`src/rtl/line_serializer_if.sv`:
```
// Handshake and array-port bundle for line_serializer: request in, port-B read, word stream out.
// The master modport is the serializer's view; slave is the surrounding parent/consumer.
interface line_serializer_if #(
  parameter int DATA_WIDTH  = 256,
  parameter int INDEX_WIDTH = 9,
  parameter int WORD_BITS   = 3
);
  localparam int SW = DATA_WIDTH >> WORD_BITS;

  logic                   req_valid;
  logic                   req_ready;
  logic [INDEX_WIDTH-1:0] req_index;
  logic [WORD_BITS-1:0]   req_word;

  logic                   rd_en;
  logic [INDEX_WIDTH-1:0] rd_addr;
  logic [DATA_WIDTH-1:0]  rd_data;

  logic                   out_valid;
  logic                   out_ready;
  logic [SW-1:0]          out_data;
  logic [WORD_BITS-1:0]   out_word;
  logic                   out_last;

  modport master (
    input  req_valid, req_index, req_word, rd_data, out_ready,
    output req_ready, rd_en, rd_addr, out_valid, out_data, out_word, out_last
  );

  modport slave (
    output req_valid, req_index, req_word, rd_data, out_ready,
    input  req_ready, rd_en, rd_addr, out_valid, out_data, out_word, out_last
  );
endinterface

```
`src/rtl/line_serializer.sv`:
```
// Reads a full cache line through the array's port B and streams it out one word per
// handshake in wrap-around order, starting from the requested critical word.
module line_serializer #(
  parameter int DATA_WIDTH  = 256,
  parameter int INDEX_WIDTH = 9,
  parameter int WORD_BITS   = 3
) (
  input  logic             clk,
  input  logic             rst_n,
  line_serializer_if.master bus
);
  localparam int WORDS = 2 ** WORD_BITS;
  localparam int SW    = DATA_WIDTH / WORDS;
  localparam logic [WORD_BITS:0] LAST_COUNT = (WORD_BITS + 1)'(WORDS - 1);

  typedef enum logic [1:0] {
    IDLE,
    READ,
    CAPT,
    SEND
  } state_t;

  state_t                    state;
  state_t                    state_next;
  logic [INDEX_WIDTH-1:0]    idx;
  logic [WORD_BITS-1:0]      start;
  logic [WORD_BITS-1:0]      ptr;
  logic [WORD_BITS:0]        count;
  logic [WORDS-1:0][SW-1:0]  line_buf;
  logic                      last;

  assign last = (state == SEND) && (count == LAST_COUNT);

  always_ff @(posedge clk or negedge rst_n) begin
    if (!rst_n) begin
      state <= IDLE;
    end else begin
      state <= state_next;
    end
  end

  always_comb begin
    // NOTE: every output of this block gets a default first, so no path can infer a latch.
    state_next    = state;
    bus.req_ready = 1'b0;
    bus.rd_en     = 1'b0;
    bus.out_valid = 1'b0;
    case (state)
      IDLE: begin
        bus.req_ready = 1'b1;
        if (bus.req_valid) state_next = READ;
      end
      READ: begin
        bus.rd_en  = 1'b1;
        state_next = CAPT;
      end
      CAPT: state_next = SEND;
      SEND: begin
        bus.out_valid = 1'b1;
        if (bus.out_ready && last) state_next = IDLE;
      end
      default: state_next = IDLE;
    endcase
  end

  // Datapath registers; the buffer only ever loads in CAPT, so later array writes cannot leak in.
  always_ff @(posedge clk or negedge rst_n) begin
    if (!rst_n) begin
      idx      <= '0;
      start    <= '0;
      ptr      <= '0;
      count    <= '0;
      // NOTE: the line buffer is reset too, because out_data must read as zero straight out of reset.
      line_buf <= '0;
    end else begin
      case (state)
        IDLE: begin
          if (bus.req_valid) begin
            idx   <= bus.req_index;
            start <= bus.req_word;
            ptr   <= bus.req_word;
            count <= '0;
          end
        end
        CAPT: begin
          line_buf <= bus.rd_data;
          count    <= '0;
        end
        SEND: begin
          if (bus.out_ready) begin
            ptr   <= ptr + 1'b1;
            count <= count + 1'b1;
          end
        end
        default: ;
      endcase
    end
  end

  assign bus.rd_addr  = idx;
  assign bus.out_word = ptr;
  assign bus.out_data = line_buf[ptr];
  assign bus.out_last = last;

  // ptr always sits exactly count words past the critical word.
  assert property (@(posedge clk) disable iff (!rst_n)
    (state == SEND) |-> (ptr == start + count[WORD_BITS-1:0]));

endmodule

```
`src/flat_wrapper.sv`:
```
// flat-port wrapper written by rule: the top's interface ports become plain ports
module line_serializer_flat 
#(
  parameter int DATA_WIDTH  = 256,
  parameter int INDEX_WIDTH = 9,
  parameter int WORD_BITS   = 3
)
  (clk, rst_n, bus_req_valid, bus_req_index, bus_req_word, bus_rd_data, bus_out_ready, bus_req_ready, bus_rd_en, bus_rd_addr, bus_out_valid, bus_out_data, bus_out_word, bus_out_last);
  line_serializer_if #(.DATA_WIDTH(DATA_WIDTH), .INDEX_WIDTH(INDEX_WIDTH), .WORD_BITS(WORD_BITS)) bus_i ();
  input  logic clk;
  input  logic rst_n;
  input wire logic [$bits(bus_i.req_valid)-1:0] bus_req_valid;
  input wire logic [$bits(bus_i.req_index)-1:0] bus_req_index;
  input wire logic [$bits(bus_i.req_word)-1:0] bus_req_word;
  input wire logic [$bits(bus_i.rd_data)-1:0] bus_rd_data;
  input wire logic [$bits(bus_i.out_ready)-1:0] bus_out_ready;
  output wire logic [$bits(bus_i.req_ready)-1:0] bus_req_ready;
  output wire logic [$bits(bus_i.rd_en)-1:0] bus_rd_en;
  output wire logic [$bits(bus_i.rd_addr)-1:0] bus_rd_addr;
  output wire logic [$bits(bus_i.out_valid)-1:0] bus_out_valid;
  output wire logic [$bits(bus_i.out_data)-1:0] bus_out_data;
  output wire logic [$bits(bus_i.out_word)-1:0] bus_out_word;
  output wire logic [$bits(bus_i.out_last)-1:0] bus_out_last;
  assign bus_i.req_valid = bus_req_valid;
  assign bus_i.req_index = bus_req_index;
  assign bus_i.req_word = bus_req_word;
  assign bus_i.rd_data = bus_rd_data;
  assign bus_i.out_ready = bus_out_ready;
  assign bus_req_ready = bus_i.req_ready;
  assign bus_rd_en = bus_i.rd_en;
  assign bus_rd_addr = bus_i.rd_addr;
  assign bus_out_valid = bus_i.out_valid;
  assign bus_out_data = bus_i.out_data;
  assign bus_out_word = bus_i.out_word;
  assign bus_out_last = bus_i.out_last;
  line_serializer #(.DATA_WIDTH(DATA_WIDTH), .INDEX_WIDTH(INDEX_WIDTH), .WORD_BITS(WORD_BITS)) u_core (.clk(clk), .rst_n(rst_n), .bus(bus_i));
endmodule
```
`config.mk`:
```
export PLATFORM = sky130hd
export DESIGN_NAME = line_serializer_flat
export DESIGN_NICKNAME = d
export VERILOG_FILES = /design/src/rtl/line_serializer_if.sv /design/src/rtl/line_serializer.sv /design/src/flat_wrapper.sv
export SDC_FILE = /design/constraint.sdc
export NUM_CORES = 1
export LEC_CHECK = 0
export CAP_MARGIN = 20
export CORE_ASPECT_RATIO = 2
export CORE_UTILIZATION = 53
export DETAILED_ROUTE_END_ITERATION = 8
export MAX_ROUTING_LAYER = met4
export PLACE_DENSITY = 0.85
export SYNTH_ARGS = -nofsm -noshare
export SYNTH_HDL_FRONTEND = slang
export SYNTH_SLANG_ARGS = --single-unit
```
`constraint.sdc`:
```
create_clock -name clk -period 3.65 [get_ports clk]
set_input_delay 0.365 -clock clk [delete_from_list [all_inputs] [get_ports clk]]
set_output_delay 0.365 -clock clk [all_outputs]
set_load 0.03 [all_outputs]
```
==> impl_results.md <==
* Fin. Hold Viols at 0
* Period utilisation layout at 0.878
* Count of cell types in the netlist at 31
* Crit. End Element: output port
* CTS sink count at 274
* Clk slew on worst S/H paths at 0.06 ns
* Total Wirelength at 31300 um
* Port buffer count at 319
* CTS buffer count at 24
* Unrepaired setup endpoints after global routing: false
* Pleak at 6.82 nW
* All-Layer GR Usage at 0.276
* WL per Instance at 22.1 um
* CTS tree: done
* TritonRoute pass-1 iters at 4
* Headroom to the max-slew limit at 0.422
* Hold endpoint: u_core.line_buf[29]
* Number of global-route vias before repair at 8975
* WP data required at 3.28 ns
* Starting density of the core at 0.541
* Core Region at 0.0227 mm2
* Clock Tree Root: clkbuf_16
* Crit-path max FO at 13
* Minimum clock period at 3.20 ns
* Synth top area share at 0.557
* Post-CTS sizing at 0
* GP Congestion at 0.840
* # H-tree levels at 1
* Yosys warnings at 0
* Die footprint at 0.0239 mm2
* Avg Cell Area, Syn at 15.4 um2
* Ys async rst share at 1.00
* DP Wirelength at 22500 um
* Ratio of cells with drive above 1 in the final layout at 0.348
* Overflow after GRT at 0
* Reg2reg start: u_core.state[0]
* P per Cell Area at 969 mW/mm2
* P&R area growth vs syn at 35.0%
* Clk_lat worst skew at 0.53 ns
* Area contributors post-synth: dfrtp_1, mux2_2, mux4_2
* Mapped cell area at 0.0123 mm2
* Final Setup Violations at 0
* Startpoint types: register
* Post-route DRC at 0
* Die Span Y at 217 um
* Rows at 78
* Met2 Resource Use GR at 0.504
* Top Ports at 320
* Pin count of the biggest net entering global routing at 112
* Initial antenna violation count at 9
* Fmax at 0.312 GHz
* ANT nets after route at 0
* Slew Viols, Final at 0
* Syn Nets at 1080
* Reg2Reg Depth at 4
* Hold Path Origin: bus_rd_data[29]
* Setup CP Type: reg2out
* Met3 Use GR at 0.0392
* Post-layout nets at 1394
* Worst r2r dst: u_core.line_buf[19]
* Peak supply drop at 715 uV
* Synth area leader: dfrtp_1
* Crit path DAT at 2.84 ns
* Clock Tree Buf Depth at 3
* Yosys reg bits at 274
* Syn Inst Count at 801
* Drt via density at 5.55
* Top-count cell post-synth: dfrtp_1
* R2r setup slk at 1.42 ns
* Clock Skews at 0.00548 ns
* Synth top cells by count: dfrtp_1, mux2_2, nand2_1
* Least-Margin Pin Slew at 0.867 ns
* Outcome: complete, no violations
* Die W at 110 um
* Design Power at 0.0161 W
* Grt met1 use at 0.275
* Hold depth at 2
* Primary FF master, synth: dfrtp_1
* First-pass GRT wire length at 47100 um
* Initial DRC count at 343
* Sequential share of the synthesized area at 0.557
* Max Cap Violations at 0
* Post-synth EDFFs at 0
* Hold Path Class: in2reg
* Via Count at 7877
* Global routing's busiest layer: met2
* Setup tns final at 0 ns
## worst max-delay path, cell delays in order (launching register included)
cell and delay, ns:
dfrtp_4 0.60, buf_4 0.35, mux4_2 0.56, nand2_1 0.13, nand2_1 0.08, clkdlybuf4s50_1 0.59
## report_power, final
| part | leakage, nW | switching [W] | internal, W |
|---|---|---|---|
| clock | 0.378 | 0.00108 | 0.00142 |
| sequential | 3.20 | 0.000999 | 0.00463 |
| combinational | 3.25 | 0.00349 | 0.00445 |
## flip-flops by register name, summed over array words and instances (netlist names)
register             cells
u_core.state             2
u_core.line_buf        256
u_core.bus.out_word      3
u_core.bus.rd_addr       9
u_core.count             4
## logic make-up after synthesis
| logic type | Yosys count | share of synthesized area |
|---|---|---|
| simple gates | 116 | 0.0377 |
| mux | 336 | 0.366 |
| flops | 274 | 0.557 |
| fa+ha+maj | 7 | 0.00712 |
| compound gates | 9 | 0.00610 |
| buf+inv | 59 | 0.0259 |
## cells in the final DEF (no fill, tap or decap), drive strengths merged, types with 6 or more instances in the layout
cell type,count
nand2,100
mux4,64
buf,21
ha,7
inv,7
clkdlybuf4s50,318
dfrtp,274
mux2,269
clkbuf,37
diode,9
nor2,6
## final cells by class
type                            instances  area (um2)
Clock inverter                          4        45.0
Clock buffer                           37         721
Antenna cell                            9        22.5
Multi-Input combinational cell        468        5140
Inverter                                7        26.3
Sequential cell                       274        6870
Timing Repair Buffer                  340        3430
Tap cell                              280         350
Fill cell                            1492        6140
## metrics by stage
| step | area, um2 | util | setup WS [ns] | hold WS, ns | cells |
|---|---|---|---|---|---|
| floorplan | 12300 | - | 1.60 | 0.0694 | 801 |
| global placement | 15800 | 0.695 | 0.953 | 0.483 | 1368 |
| detailed placement | 15800 | 0.695 | 0.951 | 0.488 | 1368 |
| CTS | 16600 | 0.729 | 0.373 | 0.425 | 1410 |
| global route | 16600 | 0.730 | 0.334 | 0.443 | 1419 |
| finish | 16600 | 0.730 | 0.446 | 0.448 | 1419 |
## per-layer routing
| layer | vias to the layer above | wire, um | part of all wire |
|---|---|---|---|
| li1 | 3542 | - | - |
| met1 | 3979 | 10500 | 0.34 |
| met2 | 268 | 17800 | 0.57 |
| met3 | 88 | 1470 | 0.047 |
| met4 | 0 | 1540 | 0.049 |
| met5 | - | 0 | 0 |
## repair_timing
| item | CTS | global route |
|---|---|---|
| endpoints found under the hold margin | 108 | 0 |
| hold buffers | 1 | 0 |
| buffers inserted | 0 | 0 |
## worst max-delay path by stage
stage | from | end | slack, ns
2_1_floorplan | u_core.bus.out_word[1] | bus_out_data[11] | 1.60
3_3_place_gp | u_core.bus.out_word[1] | bus_out_data[1] | 0.95
3_5_place_dp | u_core.bus.out_word[1] | bus_out_data[1] | 0.95
4_1_cts | u_core.bus.out_word[1] | bus_out_data[1] | 0.37
5_1_grt | u_core.bus.out_word[1] | bus_out_data[1] | 0.33
6_report | u_core.bus.out_word[1] | bus_out_data[1] | 0.45
Power figures use the tool's default switching activity.
